<file path="src/rtl/rx_frame_sequencer_pkg.sv">
// Shared definitions for the UART receive sequencer: state encoding, widths,
// parity-sense constants and the frame-length helper.
package rx_frame_sequencer_pkg;

  localparam int CNT_W_DEF   = 18;
  localparam int FRAME_W_DEF = 10;

  localparam logic PAR_EVEN = 1'b0;
  localparam logic PAR_ODD  = 1'b1;

  typedef enum logic [1:0] {
    ST_IDLE  = 2'd0,
    ST_START = 2'd1,
    ST_DATA  = 2'd2,
    ST_DONE  = 2'd3
  } state_t;

  // Sampled bits after the start bit, stop bit included: 8..10.
  function automatic logic [3:0] frame_len(input logic eight, input logic pen);
    return 4'd8 + {3'b000, eight} + {3'b000, pen};
  endfunction

endpackage

</file>
<file path="src/rtl/rx_bit_timer.sv">
// Bit-time timer: counts up from 0 while enabled and ticks on the last count
// of either a half bit or a full bit, then wraps to 0.
module rx_bit_timer
  import rx_frame_sequencer_pkg::*;
#(
  parameter int CNT_W = CNT_W_DEF
) (
  input  logic             Clk,
  input  logic             Rst,
  input  logic             enable,
  input  logic             clear,
  input  logic             half_sel,
  input  logic [CNT_W-1:0] baud_count,
  output logic             tick
);

  localparam logic [CNT_W-1:0] ONE = CNT_W'(1);
  localparam logic [CNT_W-1:0] TWO = CNT_W'(2);

  logic [CNT_W-1:0] count;
  logic [CNT_W-1:0] bit_len;
  logic [CNT_W-1:0] target;

  // Clamp first so that target-1 can never wrap below zero.
  always_comb begin
    bit_len = (baud_count < TWO) ? TWO : baud_count;
    target  = half_sel ? (bit_len >> 1) : bit_len;
  end

  assign tick = enable && !clear && (count == target - ONE);

  always_ff @(posedge Clk or negedge Rst) begin
    if (!Rst) begin
      count <= '0;
    end else if (clear || !enable || tick) begin
      count <= '0;
    end else begin
      count <= count + ONE;
    end
  end

endmodule

</file>
<file path="src/rtl/rx_frame_sequencer.sv">
// UART receive sequencer: start-bit detect, centre sampling, character
// assembly and parity/framing error flags.
//   state | meaning
//   IDLE  | line idle, waiting for rx low
//   START | half-bit wait, start bit re-checked at its centre
//   DATA  | one sample per full bit: data, optional parity, stop
//   DONE  | align frame, publish rx_data/perr/ferr, pulse rx_rdy
module rx_frame_sequencer
  import rx_frame_sequencer_pkg::*;
#(
  parameter int CNT_W   = CNT_W_DEF,
  parameter int FRAME_W = FRAME_W_DEF
) (
  input  logic             Clk,
  input  logic             Rst,
  input  logic             rx,
  input  logic [CNT_W-1:0] baud_count,
  input  logic             eight,
  input  logic             pen,
  input  logic             ohel,
  output logic [7:0]       rx_data,
  output logic             rx_rdy,
  output logic             perr,
  output logic             ferr,
  output logic             busy
);

  state_t             state;
  logic [CNT_W-1:0]   baud_q;
  logic               eight_q;
  logic               pen_q;
  logic               ohel_q;
  logic [3:0]         idx;
  logic [FRAME_W-1:0] shreg;
  logic               tick;

  logic [3:0]         n_bits;
  logic [3:0]         shamt;
  logic [3:0]         par_idx;
  logic [FRAME_W-1:0] aligned;
  logic [7:0]         data_w;
  logic               p;
  logic               perr_w;
  logic               ferr_w;

  rx_bit_timer #(.CNT_W(CNT_W)) u_timer (
    .Clk        (Clk),
    .Rst        (Rst),
    .enable     ((state == ST_START) || (state == ST_DATA)),
    .clear      (state == ST_IDLE),
    .half_sel   (state == ST_START),
    .baud_count (baud_q),
    .tick       (tick)
  );

  // Samples enter at the MSB, so after N shifts the frame sits in the top N bits.
  always_comb begin
    n_bits  = frame_len(eight_q, pen_q);
    shamt   = 4'(FRAME_W) - n_bits;
    par_idx = 4'd7 + {3'b000, eight_q};
    aligned = shreg >> shamt;
    data_w  = aligned[7:0] & (eight_q ? 8'hFF : 8'h7F);
    p       = (^data_w) ^ (pen_q & aligned[par_idx]);
    perr_w  = pen_q & ((ohel_q == PAR_ODD) ? ~p : p);
    ferr_w  = ~shreg[FRAME_W-1];
  end

  always_ff @(posedge Clk or negedge Rst) begin
    if (!Rst) begin
      state   <= ST_IDLE;
      baud_q  <= '0;
      eight_q <= 1'b0;
      pen_q   <= 1'b0;
      ohel_q  <= 1'b0;
      idx     <= '0;
      shreg   <= '0;
      rx_data <= 8'h00;
      rx_rdy  <= 1'b0;
      perr    <= 1'b0;
      ferr    <= 1'b0;
      busy    <= 1'b0;
    end else begin
      rx_rdy <= 1'b0;
      case (state)
        ST_IDLE: begin
          if (!rx) begin
            state   <= ST_START;
            busy    <= 1'b1;
            baud_q  <= baud_count;
            eight_q <= eight;
            pen_q   <= pen;
            ohel_q  <= ohel;
          end
        end
        ST_START: begin
          if (tick) begin
            if (rx) begin
              state <= ST_IDLE;
              busy  <= 1'b0;
            end else begin
              state <= ST_DATA;
              idx   <= '0;
            end
          end
        end
        ST_DATA: begin
          if (tick) begin
            shreg <= {rx, shreg[FRAME_W-1:1]};
            idx   <= idx + 4'd1;
            if (idx == n_bits - 4'd1) begin
              state <= ST_DONE;
            end
          end
        end
        ST_DONE: begin
          rx_data <= data_w;
          perr    <= perr_w;
          ferr    <= ferr_w;
          rx_rdy  <= 1'b1;
          busy    <= 1'b0;
          state   <= ST_IDLE;
        end
        default: begin
          state <= ST_IDLE;
          busy  <= 1'b0;
        end
      endcase
    end
  end

endmodule

</file>
<file path="config.mk">
export PLATFORM = sky130hd
export DESIGN_NAME = rx_frame_sequencer
export DESIGN_NICKNAME = d
export VERILOG_FILES = /design/src/rtl/rx_frame_sequencer_pkg.sv /design/src/rtl/rx_bit_timer.sv /design/src/rtl/rx_frame_sequencer.sv
export SDC_FILE = /design/constraint.sdc
export NUM_CORES = 1
export LEC_CHECK = 0
export BUFFER_PORTS_ARGS = -buffer_cell sky130_fd_sc_hd__buf_4
export CAP_MARGIN = 20
export CORE_MARGIN = 3
export CORE_UTILIZATION = 25
export CTS_CLUSTER_DIAMETER = 120
export DETAILED_ROUTE_END_ITERATION = 10
export SLEW_MARGIN = 10
export SYNTH_ARGS = -nofsm -noshare
export SYNTH_HDL_FRONTEND = slang
export SYNTH_SLANG_ARGS = --single-unit
</file>
<file path="constraint.sdc">
create_clock -name Clk -period 5.2 [get_ports Clk]
set_clock_uncertainty 0.15 [all_clocks]
set_input_delay 1.04 -clock Clk [delete_from_list [all_inputs] [get_ports Clk]]
set_output_delay 1.04 -clock Clk [all_outputs]
set_load 0.05 [all_outputs]
</file>
# == Word level (Yosys, flattened, before mapping) ==
# Index checks and enable logic that the tools add are counted.
# totals
reg_bits,67
latchBits,0
ram_bits,0
rom_bits,0
inputBits,24
output_inout_bits,12
wordCells,80
n_memories,0
# op_classes
n_addsub,8
mul,0
n_div,0
order_cmp,2
eq_ne,11
n_shift,1
muxes,22
bitwise_logic,7
reduce_logical,16
# ops
operator,n
18-bit 2-to-1 mux,3
18-bit by 1-bit adder with 18-bit output (second input constant),1
18-bit == test,1
18-bit by 2-bit < comparator with 1-bit output (second input constant),1
18-bit by 1-bit subtractor with 18-bit output (second input constant),1
4-bit 2-to-1 mux,3
4-bit AND reduction,3
2-bit 2-to-1 mux,5
10-bit by 4-bit >> shifter with 10-bit output,1
8-bit AND,1
8-bit 2-to-1 mux,1
2-bit != test (second input constant),4
2-bit one-hot mux with 4 select lines,1
4-bit one-hot mux with 2 select lines,1
8-bit parity,1
1-bit 2-to-1 mux,6
4-bit by 5-bit < comparator with 1-bit output (second input constant),1
3-bit by 1-bit adder with 4-bit output (first input constant),1
4-bit by 1-bit adder with 4-bit output,1
4-bit by 1-bit adder with 4-bit output (first input constant),1
4-bit by 1-bit adder with 4-bit output (second input constant),1
1-bit binary-select mux with 4-bit select,1
2-bit == test (second input constant),2
4-bit == test,1
15 further kinds,24

# == Longest topological paths before layout ==
# Gate-level depths: netlist of run 1.
# depth
depth_word,11
mapped_depth,18
depth_no_buf,15

# == Cells and area by module ==
# From an unflattened synthesis of run 1, not the netlist that was laid out.
# hier_totals
hier_cells,488
area_unflattened_um2,4733.3
# modules_own_cells
mod,instances,cells_each,area_per_inst_um2,seq_area_each_um2
rx_frame_sequencer,1,240,2720.1,1226.2
rx_bit_timer,1,248,2013.2,450.4

# == Worst setup path before layout of run 1 ==
# No wires, ideal clock.
# synth_timing
kind,register to register
start,reg (tool-made name)
end,reg shreg[0]
setup_time_ns,0.128
arrival_time_ns,3.735
required_ns,4.922
path_slack_ns,1.188
stages_incl_launch_ff,18
n_path_buf,5
synth_period_minus_slack_ns,4.012
cell_sequence,dfrtp_1 -> inv_1 -> ha_1 -> buf_2 -> buf_4 -> clkbuf_1 -> buf_2 -> a22oi_1 -> ha_1 -> nand2b_1 -> nor3b_2 -> a2111oi_0 -> o21ai_1 -> a21oi_4 -> and4_1 -> nand4_1 -> buf_2 -> mux2_1
# synth_rtl
element,line_no,source
to (signal assigned),rx_frame_sequencer.sv:108,"shreg <= {rx, shreg[FRAME_W-1:1]};"
to (decl),rx_frame_sequencer.sv:34,logic [FRAME_W-1:0] shreg;

# == Worst setup path in the final report of run 1 ==
# layout_timing
start,reg baud_q[6]
end,reg shreg[2]
# layout_via
elab_chain_cells,7
# layout_lines
element,line_no,source
from (decl),rx_frame_sequencer.sv:29,logic [CNT_W-1:0] baud_q;
from (signal assigned),rx_frame_sequencer.sv:89,baud_q <= baud_count;
18-bit by 2-bit < comparator with 1-bit output,rx_bit_timer.sv:26,bit_len = (baud_count < TWO) ? TWO : baud_count;
18-bit 2-to-1 mux *,rx_bit_timer.sv:26,
18-bit 2-to-1 mux *,rx_bit_timer.sv:27,target = half_sel ? (bit_len >> 1) : bit_len;
18-bit by 1-bit subtractor with 18-bit output *,rx_bit_timer.sv:30,assign tick = enable && !clear && (count == target - ONE);
18-bit == test *,rx_bit_timer.sv:30,
1-bit logical AND *,rx_bit_timer.sv:30,
2-bit AND reduction (no line) *,n/a,
# Mark *: on every way between the ends. The rest lies on a longest branch, timed or not.
# A chain may end at the register's enable or synchronous reset.

==> flow_summary.ini, run 1 <==
[clock_tree]
cts_root_buf = sky130_fd_sc_hd__clkbuf_16
cts_tree = yes
worstSkewPairLatency_ns = 0.33
holdBufCountCts = 0
clock-sinks = 67
cts_max_path_buffers = 2
cts-buffers-inserted = 9
ctsHtreeMaxLevel = 3
cts_post_setup_buffers_inserted = 0
clock_pin_slew_of_the_registers_on_the_worst_case_setup_and_hold_paths_ns = 0.06
post_cts.resized_instances = 0

[synth]
postSynthRegisterBits = 67
synth_top_area_frac = 0.3794
yosys_most_used_dff = sky130_fd_sc_hd__dfrtp_1
yosys_warns = 0
synth.avg_cell_area_um2 = 9.670
synthMostInstantiatedCell = sky130_fd_sc_hd__dfrtp_1
cell_accounting_for_the_most_synthesized_area = sky130_fd_sc_hd__dfrtp_1
post_synth_edffs = 0
synth.area.top_cells = sky130_fd_sc_hd__dfrtp_1 (38%), sky130_fd_sc_hd__mux2_2 (7.4%), sky130_fd_sc_hd__xnor2_1 (6.1%), sky130_fd_sc_hd__mux2i_1 (5.4%), sky130_fd_sc_hd__xor2_1 (4.0%)
synthCells = 457
sequential_share_of_the_synthesized_area = 0.3794
synth_cell_types = 69
synth_fp_nets = 492
leading_cell_types_by_count_after_synthesis = sky130_fd_sc_hd__dfrtp_1 (67), sky130_fd_sc_hd__nor2_1 (39), sky130_fd_sc_hd__nand2_1 (33)
postSynth.asyncResetShare = 1.000
netlist_area_um2 = 4419

[layout]
finish.net_count = 516
n_antenna_cell = 0
fill_cells = 1746
final_layout_size_suffix_gt1_frac = 0.2078
area_growth_pct = 16.59

[sta]
max_slew.worst_pin.slew_ns = 0.8591
finalHoldWorstSlack_ns = 0.3512
timing.final.max_slew_violations = 0
setup_repair_after_global_routing_missed_its_margin = false
timing.final.hold_violations = 0
ratio_of_final_minimum_period_to_clock_period = 0.8518
timing.final.setup_violations = 0
post_layout_min_period_ns = 4.429
fin_setup_tns_ns = 0
upper_clock_frequency_limit_ghz = 0.2258
worst_slew_margin_rel = 0.4273

[critical_path]
reg2reg_to = shreg[2]
critical_path.reg2reg.startpoint = baud_q[6]
reg2reg_depth = 13
ff2ff_setup_slack_ns = 0.77
worst_path_arrival_time_ns = 4.49
critical_path.max_fanout = 12
cp-startpoint = baud_q[6]
end_kind = flip-flop
cp-endpoint = shreg[2]
criticalPathCategory = flip-flop to flip-flop
critical_path.startpoint_type = flip-flop
worst_ep_required_time_ns = 5.26

[global_route]
global_route.usage.met1 = 0.1466
use_met2 = 0.1739
grt_pass1_wl_mm = 17.46
grt_overflow_total = 0
vias_in_the_first_global_route = 3408
grt_use_total = 0.1092
grt_busiest_layer = met2
gr-usage-met3 = 0.02724
antenna_found_initial = 0
grt_start_max_net_pins = 68

[place]
detailedPlacementHpwl_mm = 7.563
port_buffers = 35
weighted_congestion_at_the_end_of_routability_driven_global_placement = 0.9078

[pwr]
power_per_cell_area_nw_per_um2 = 558.4
leakage_nw = 2.090
irDropWorstVdd_v = 0.0002828

[detailed_routing]
post_drt_via_cell_ratio = 4.820
drt_first_pass_iters = 4
drt_wl_total_mm = 10.38
via_count = 3403
antenna_left = 0
drt_drc_violations_left = 0
initialDrtViolationCount = 198
routed_wire_length_per_instance_um = 14.70

[job]
number_of_violations_of_the_max_capacitance_limit = 0

[die]
core_area_um2 = 16940
die_footprint_um2 = 19310
standard_cell_row_count = 47
floorplan.die.width_um = 139.0
die_h_um = 139.0
initial_util = 0.2609
io_pins = 36

[min_path]
worst_hold_path_type = flip-flop to flip-flop

[outcome]
outcome = finished clean
-- critical path, cell delays in order, from the launching register on --
cell	delay (ns)
sky130_fd_sc_hd__dfrtp_1	0.45
sky130_fd_sc_hd__nor4_4	0.53
sky130_fd_sc_hd__nand2_2	0.14
sky130_fd_sc_hd__or2_4	0.29
sky130_fd_sc_hd__a22oi_1	0.17
sky130_fd_sc_hd__ha_1	0.27
sky130_fd_sc_hd__nor2b_1	0.21
sky130_fd_sc_hd__nand4b_1	0.21
sky130_fd_sc_hd__or3_1	0.37
sky130_fd_sc_hd__o211ai_1	0.11
sky130_fd_sc_hd__xnor2_1	0.18
sky130_fd_sc_hd__and3_1	0.21
sky130_fd_sc_hd__nand4_1	0.50
sky130_fd_sc_hd__mux2_1	0.52
-- metal layers --
metal,vias up,share of wire
li1,1662,-
met1,1659,0.46
met2,68,0.48
met3,14,0.050
met4,0,0.012
met5,-,0
-- state kept, by name, indices dropped and copies added (netlist names), named ones only --
signal	cells
perr	1
rx_rdy	1
baud_q	18
shreg	10
ohel_q	1
eight_q	1
busy	1
u_timer.count	18
rx_data	8
ferr	1
pen_q	1
idx	4
state	1
-- cells by family (layout without fill, tap and decap cells) --
kind of cell	count (synthesis)	after routing	synth area share
buf+inv	44	73	0.04190
simple gates	152	152	0.1801
mux	62	62	0.1537
xor+xnor	51	51	0.1011
flops	67	67	0.3794
compound gates	70	70	0.1127
fa+ha+maj	11	11	0.03114
-- how the worst min path moves through the flow --
stage	start	endpoint	slack, ns	depth (start not counted)
6_report	shreg[0]	shreg[0]	0.35	1
5_1_grt	shreg[0]	shreg[0]	0.39	1
4_1_cts	shreg[0]	shreg[0]	0.35	1
3_5_place_dp	shreg[0]	shreg[0]	0.34	1
3_3_place_gp	shreg[0]	shreg[0]	0.32	1
2_1_floorplan	shreg[0]	shreg[0]	0.31	1
-- metrics by stage --
step           setup WS, ns  cells  area (um2)  power (mW)  utilization
2_1_floorplan         1.188    457        4419       1.989            -
3_3_place_gp         0.8347    690        4871       2.277       0.2876
3_5_place_dp         0.7644    690        4871       2.308       0.2876
4_1_cts              0.7630    706        5152       2.895       0.3042
5_1_grt              0.1883    706        5152       3.097       0.3042
6_report             0.7707    706        5152       2.877       0.3042
-- cells in the final DEF, fill, tap and decap left out, types with 3 or more instances in the layout --
master | synthesis | layout
sky130_fd_sc_hd__a311oi_1 | 3 | 3
sky130_fd_sc_hd__a21oi_1 | 13 | 13
sky130_fd_sc_hd__mux2_2 | 29 | 29
sky130_fd_sc_hd__nor3_1 | 10 | 10
sky130_fd_sc_hd__a22oi_1 | 4 | 4
sky130_fd_sc_hd__nor2_1 | 39 | 39
sky130_fd_sc_hd__buf_4 | 1 | 38
sky130_fd_sc_hd__and3_1 | 6 | 6
sky130_fd_sc_hd__o211ai_1 | 4 | 4
sky130_fd_sc_hd__o21ai_0 | 10 | 10
sky130_fd_sc_hd__a31oi_1 | 4 | 4
sky130_fd_sc_hd__a211oi_1 | 4 | 4
sky130_fd_sc_hd__xnor2_1 | 31 | 31
sky130_fd_sc_hd__or3_1 | 3 | 3
sky130_fd_sc_hd__nand2b_1 | 6 | 6
sky130_fd_sc_hd__dfrtp_1 | 67 | 67
sky130_fd_sc_hd__nor2b_1 | 8 | 7
sky130_fd_sc_hd__mux2_1 | 8 | 8
sky130_fd_sc_hd__inv_1 | 19 | 19
sky130_fd_sc_hd__ha_1 | 11 | 10
sky130_fd_sc_hd__nand3_1 | 22 | 22
sky130_fd_sc_hd__mux2i_1 | 24 | 24
sky130_fd_sc_hd__nand2_1 | 33 | 33
sky130_fd_sc_hd__xor2_1 | 20 | 20
sky130_fd_sc_hd__clkbuf_16 | 0 | 9
sky130_fd_sc_hd__o22ai_1 | 3 | 3
sky130_fd_sc_hd__a21o_1 | 3 | 3
sky130_fd_sc_hd__nand4_1 | 4 | 4
-- power breakdown --
part	leakage [nW]	internal, mW	switching (mW)	total [mW]
sequential	0.862	0.645	0.212	0.857
combinational	1.09	0.644	0.806	1.45
clock	0.135	0.347	0.224	0.570
total	2.09	1.64	1.24	2.88
-- cell type report --
type,count,area (um2),area share
flip-flops and latches,67,1677,0.3254
clock inverters,4,25.02,0.004857
inverters,19,71.32,0.01384
well taps,220,275.3,0.05342
repair buffers,38,285.3,0.05537
clock buffers,12,256.5,0.04978
multi-input cells,346,2562,0.4973
No activity file was read; power rests on OpenSTA's default activity.
==> run 2, diff against run 1 <==
Settings changed: CORE_ASPECT_RATIO set to 1.75.
==> run 2 against run 1 <==
Cell count rose by 0.99%. First-iteration DRC count fell by 1.5%. Register-to-register slack got worse by 0.04 ns. Critical path type unchanged. Highest routed layer unchanged.
==> flow_summary.ini, run 2 (synthesized netlist as in run 1, its figures left out) <==
[clock_tree]
cts-buffers-inserted = 9
cts_max_path_buffers = 2
holdBufCountCts = 0
cts_root_buf = sky130_fd_sc_hd__clkbuf_16
clock_pin_slew_of_the_registers_on_the_worst_case_setup_and_hold_paths_ns = 0.05
clock-sinks = 67
cts_post_setup_buffers_inserted = 0
cts_tree = yes
ctsHtreeMaxLevel = 3
post_cts.resized_instances = 0
worstSkewPairLatency_ns = 0.33

[die]
floorplan.die.width_um = 106.5
core_area_um2 = 17180
die_footprint_um2 = 19370
die_h_um = 181.9
io_pins = 36
initial_util = 0.2572
standard_cell_row_count = 63

[layout]
layout_commonest_cell = sky130_fd_sc_hd__dfrtp_1
final_area_um2 = 5200
biggestRegsByFlops = baud_q x18, u_timer.count x18, shreg x10
final_layout_size_suffix_gt1_frac = 0.2058
finish.net_count = 516
mostFrequentLayoutCells = sky130_fd_sc_hd__dfrtp_1 (67), sky130_fd_sc_hd__nor2_1 (39), sky130_fd_sc_hd__buf_4 (38)
area_growth_pct = 17.67
n_antenna_cell = 0

[min_path]
min_from = shreg[0]
min_delay_path_depth = 1
whs_endpoint = shreg[0]
worst_hold_path_type = flip-flop to flip-flop

[detailed_routing]
post_drt_via_cell_ratio = 4.767
initialDrtViolationCount = 195
drt_drc_violations_left = 0
via_count = 3399
drt_first_pass_iters = 4
drt_wl_total_mm = 10.70
routed_wire_length_per_instance_um = 15.01
antenna_left = 0

[sta]
worst_slack_ns = 0.7311
timing.final.hold_violations = 0
timing.final.setup_violations = 0
max_slew.worst_pin.slew_ns = 0.8692
finalHoldWorstSlack_ns = 0.3327
upper_clock_frequency_limit_ghz = 0.2238
post_layout_min_period_ns = 4.469
worst_slew_margin_rel = 0.4206
setup_repair_after_global_routing_missed_its_margin = false
fin_setup_tns_ns = 0
ratio_of_final_minimum_period_to_clock_period = 0.8594
timing.final.max_slew_violations = 0

[place]
port_buffers = 35
detailedPlacementHpwl_mm = 8.251
pre_cts_ws_ns = 0.7312
weighted_congestion_at_the_end_of_routability_driven_global_placement = 0.8702
dpl-instance-area_um2 = 4880

[global_route]
grt_start_max_net_pins = 68
antenna_found_initial = 0
grt_use_total = 0.1129
vias_in_the_first_global_route = 3493
grt_overflow_total = 0
grt_pass1_wl_mm = 17.32

[critical_path]
critical_path.startpoint_type = flip-flop
critical_path.max_fanout = 12
reg2reg_to = shreg[2]
worst_path_arrival_time_ns = 4.52
worst_ep_required_time_ns = 5.25
ff2ff_setup_slack_ns = 0.73
criticalPathCategory = flip-flop to flip-flop
critical_path.reg2reg.startpoint = baud_q[6]
reg2reg_depth = 14
end_kind = flip-flop

[pwr]
power_per_cell_area_nw_per_um2 = 573.1
leakage_nw = 2.112
irDropWorstVdd_v = 0.0001824

[outcome]
outcome = finished clean

[job]
number_of_violations_of_the_max_capacitance_limit = 0
-- run 2: cell count changes in the layout (fill, tap and decap cells not counted) --
cell,before,now
sky130_fd_sc_hd__clkinvlp_4,2,0
sky130_fd_sc_hd__clkinv_2,2,1
sky130_fd_sc_hd__clkinv_4,0,1
sky130_fd_sc_hd__bufinv_16,0,2
sky130_fd_sc_hd__clkbuf_1,1,2
sky130_fd_sc_hd__clkbuf_8,2,1
-- run 2: worst max-delay path by stage --
stage / startpoint / endpoint / slack [ns] / cells after the start
after global routing: baud_q[6] / shreg[4] / 0.31 / 14
after floorplan: flip-flop / shreg[0] / 1.19 / 17
final: baud_q[6] / shreg[2] / 0.73 / 14
after detailed placement: baud_q[7] / shreg[2] / 0.73 / 14
after global placement: baud_q[7] / shreg[1] / 0.77 / 14
after CTS: baud_q[7] / shreg[2] / 0.71 / 14
-- run 2: per-stage QoR --
stage | power, mW | util | instances
5_1_grt | 3.165 | 0.3026 | 713
6_report | 2.980 | 0.3026 | 713
3_5_place_dp | 2.332 | 0.2840 | 697
2_1_floorplan | 1.989 | - | 457
3_3_place_gp | 2.297 | 0.2840 | 697
4_1_cts | 3.001 | 0.3026 | 713
-- run 2: per-layer routing --
layer / up-vias / global-route usage / wire length (um)
met5: - / 0 / 0
met4: 0 / 0.06042 / 376
met3: 23 / 0.02348 / 228
met2: 52 / 0.2215 / 6303
met1: 1663 / 0.1061 / 3796
li1: 1661 / - / -
-- run 2: layout make-up --
| class | count | area [um2] |
|---|---|---|
| Fill cell | 1788 | 11980 |
| Multi-Input combinational cell | 346 | 2562 |
| Sequential cell | 67 | 1677 |
| Timing Repair Buffer | 38 | 285.3 |
| Tap cell | 227 | 284.0 |
| Clock buffer | 12 | 246.5 |
| Clock inverter | 4 | 73.82 |
| Inverter | 19 | 71.32 |
-- run 2: where the power goes --
group	switching [mW]	internal [mW]
Sequential	0.228	0.644
Clock	0.221	0.433
Combinational	0.813	0.641
-- run 2: critical path, stage by stage (launching register included) --
cell and delay (ns):
sky130_fd_sc_hd__dfrtp_1 0.45, sky130_fd_sc_hd__nor4_4 0.54, sky130_fd_sc_hd__nand2_2 0.13, sky130_fd_sc_hd__or2_4 0.29, sky130_fd_sc_hd__or2b_1 0.17, sky130_fd_sc_hd__a22oi_1 0.09, sky130_fd_sc_hd__ha_1 0.28, sky130_fd_sc_hd__nand2b_1 0.18
sky130_fd_sc_hd__nor3b_2 0.09, sky130_fd_sc_hd__a2111oi_0 0.40, sky130_fd_sc_hd__o21ai_1 0.18, sky130_fd_sc_hd__a21oi_4 0.16, sky130_fd_sc_hd__and4_1 0.21, sky130_fd_sc_hd__nand4_1 0.51, sky130_fd_sc_hd__mux2_1 0.52
==> run 3, diff against run 2 <==
Settings changed: RECOVER_POWER set to 50.
==> run 3 against run 2 <==
The run now ends with max-capacitance violations, max-slew violations left. Sequential power about the same. Core utilization down 0.058 points. First-iteration DRC count down 4.1%. Total power about the same. Clock-buffer cell count unchanged. Worst hold slack unchanged. Largest cell class unchanged. Routed wire length about the same. Combinational power about the same. Critical path type unchanged. Cell count unchanged. Sequential share of layout area up 0.062 points.
==> flow_summary.ini, run 3 (synthesized netlist as in run 1, its figures left out) <==
[sta]
upper_clock_frequency_limit_ghz = 0.2238
fin_setup_tns_ns = 0
worst_slew_margin_rel = -1.409
timing.final.setup_violations = 0
finalHoldWorstSlack_ns = 0.3327
timing.final.hold_violations = 0
timing.final.max_slew_violations = 68
max_slew.worst_pin.slew_ns = 3.614
worst_slack_ns = 0.7318
post_layout_min_period_ns = 4.468
setup_repair_after_global_routing_missed_its_margin = false
ratio_of_final_minimum_period_to_clock_period = 0.8593

[die]
initial_util = 0.2572
standard_cell_row_count = 63
die_footprint_um2 = 19370
core_area_um2 = 17180
die_h_um = 181.9
floorplan.die.width_um = 106.5
io_pins = 36

[layout]
n_antenna_cell = 0
layout.core_utilization = 0.3020
final_layout_size_suffix_gt1_frac = 0.1996
layout_commonest_cell = sky130_fd_sc_hd__dfrtp_1
biggestRegsByFlops = baud_q x18, u_timer.count x18, shreg x10
area_growth_pct = 17.44
post_layout_cell_count = 713
finish.net_count = 516
mostFrequentLayoutCells = sky130_fd_sc_hd__dfrtp_1 (67), sky130_fd_sc_hd__nor2_1 (39), sky130_fd_sc_hd__buf_4 (36)
final_area_um2 = 5190

[place]
weighted_congestion_at_the_end_of_routability_driven_global_placement = 0.8702
port_buffers = 35
post-place-cells = 697
pre_cts_ws_ns = 0.7312
dpl-instance-area_um2 = 4880
detailedPlacementHpwl_mm = 8.251

[global_route]
grt_use_total = 0.1129
grt_overflow_total = 0
grt_pass1_wl_mm = 17.32
grt_start_max_net_pins = 68
antenna_found_initial = 0
vias_in_the_first_global_route = 3493

[critical_path]
critical_path.max_fanout = 12
reg2reg_depth = 14
reg2reg_to = shreg[2]
critical_path.startpoint_type = flip-flop
critical_path.reg2reg.startpoint = baud_q[12]
criticalPathCategory = flip-flop to flip-flop
worst_path_arrival_time_ns = 4.52
end_kind = flip-flop
ff2ff_setup_slack_ns = 0.73
worst_ep_required_time_ns = 5.26

[clock_tree]
cts-buffers-inserted = 9
worstSkewPairLatency_ns = 0.33
clock_pin_slew_of_the_registers_on_the_worst_case_setup_and_hold_paths_ns = 0.06
cts_tree = yes
post_cts.resized_instances = 0
cts_root_buf = sky130_fd_sc_hd__clkbuf_16
ctsHtreeMaxLevel = 3
clock-sinks = 67
cts_max_path_buffers = 2
cts_post_setup_buffers_inserted = 0
holdBufCountCts = 0

[outcome]
violations = max-capacitance violations, max-slew violations
outcome = complete, but fails checks

[detailed_routing]
drt_drc_violations_left = 0
initialDrtViolationCount = 187
drt_wl_total_mm = 10.70
antenna_left = 0
routed_wire_length_per_instance_um = 15.00
post_drt_via_cell_ratio = 4.749
drt_first_pass_iters = 4
via_count = 3386

[min_path]
worst_hold_path_type = flip-flop to flip-flop
whs_endpoint = shreg[0]
min_delay_path_depth = 1
min_from = shreg[0]

[pwr]
power.total_mw = 2.979
power_per_cell_area_nw_per_um2 = 574.1
leakage_nw = 2.103
irDropWorstVdd_v = 0.0001824

[job]
number_of_violations_of_the_max_capacitance_limit = 1
-- run 3: cell count changes in the layout (fill, tap and decap cells not counted) --
cell	before	now
sky130_fd_sc_hd__buf_4	38	36
sky130_fd_sc_hd__clkbuf_1	2	4
sky130_fd_sc_hd__nor2b_1	7	8
sky130_fd_sc_hd__nor2b_2	1	0
-- run 3: final cells by class --
class / count / area (um2)
Tap cell: 227 / 284.0
Sequential cell: 67 / 1677
Timing Repair Buffer: 38 / 277.8
Inverter: 19 / 71.32
Multi-Input combinational cell: 346 / 2560
Fill cell: 1793 / 11990
Clock inverter: 4 / 73.82
Clock buffer: 12 / 246.5
-- run 3: power breakdown --
group	internal, mW	leakage [nW]	switching [mW]
clock	0.433	0.157	0.221
sequential	0.644	0.862	0.229
combinational	0.639	1.08	0.812
-- run 3: worst max-delay path by stage --
stage,start,endpoint,slack (ns),depth (start not counted)
6_report,baud_q[12],shreg[2],0.73,14
5_1_grt,baud_q[6],shreg[4],0.31,14
4_1_cts,baud_q[7],shreg[2],0.71,14
3_5_place_dp,baud_q[7],shreg[2],0.73,14
3_3_place_gp,baud_q[7],shreg[1],0.77,14
2_1_floorplan,flip-flop,shreg[0],1.19,17
-- run 3: routing by layer --
layer,track usage,vias up,share of wire
met5,0,-,0
met4,0.06042,0,0.041
met3,0.02348,27,0.021
met2,0.2215,55,0.58
met1,0.1061,1643,0.36
li1,-,1661,-
-- run 3: critical path, stage by stage (launching register included) --
cell and delay (ns):
sky130_fd_sc_hd__dfrtp_1 0.48, sky130_fd_sc_hd__nor4_2 0.39, sky130_fd_sc_hd__nand3_1 0.23, sky130_fd_sc_hd__or2_4 0.30, sky130_fd_sc_hd__or2b_1 0.17, sky130_fd_sc_hd__a22oi_1 0.09, sky130_fd_sc_hd__ha_1 0.28, sky130_fd_sc_hd__nand2b_1 0.18
sky130_fd_sc_hd__nor3b_2 0.09, sky130_fd_sc_hd__a2111oi_0 0.40, sky130_fd_sc_hd__o21ai_1 0.18, sky130_fd_sc_hd__a21oi_4 0.16, sky130_fd_sc_hd__and4_1 0.21, sky130_fd_sc_hd__nand4_1 0.51, sky130_fd_sc_hd__mux2_1 0.52
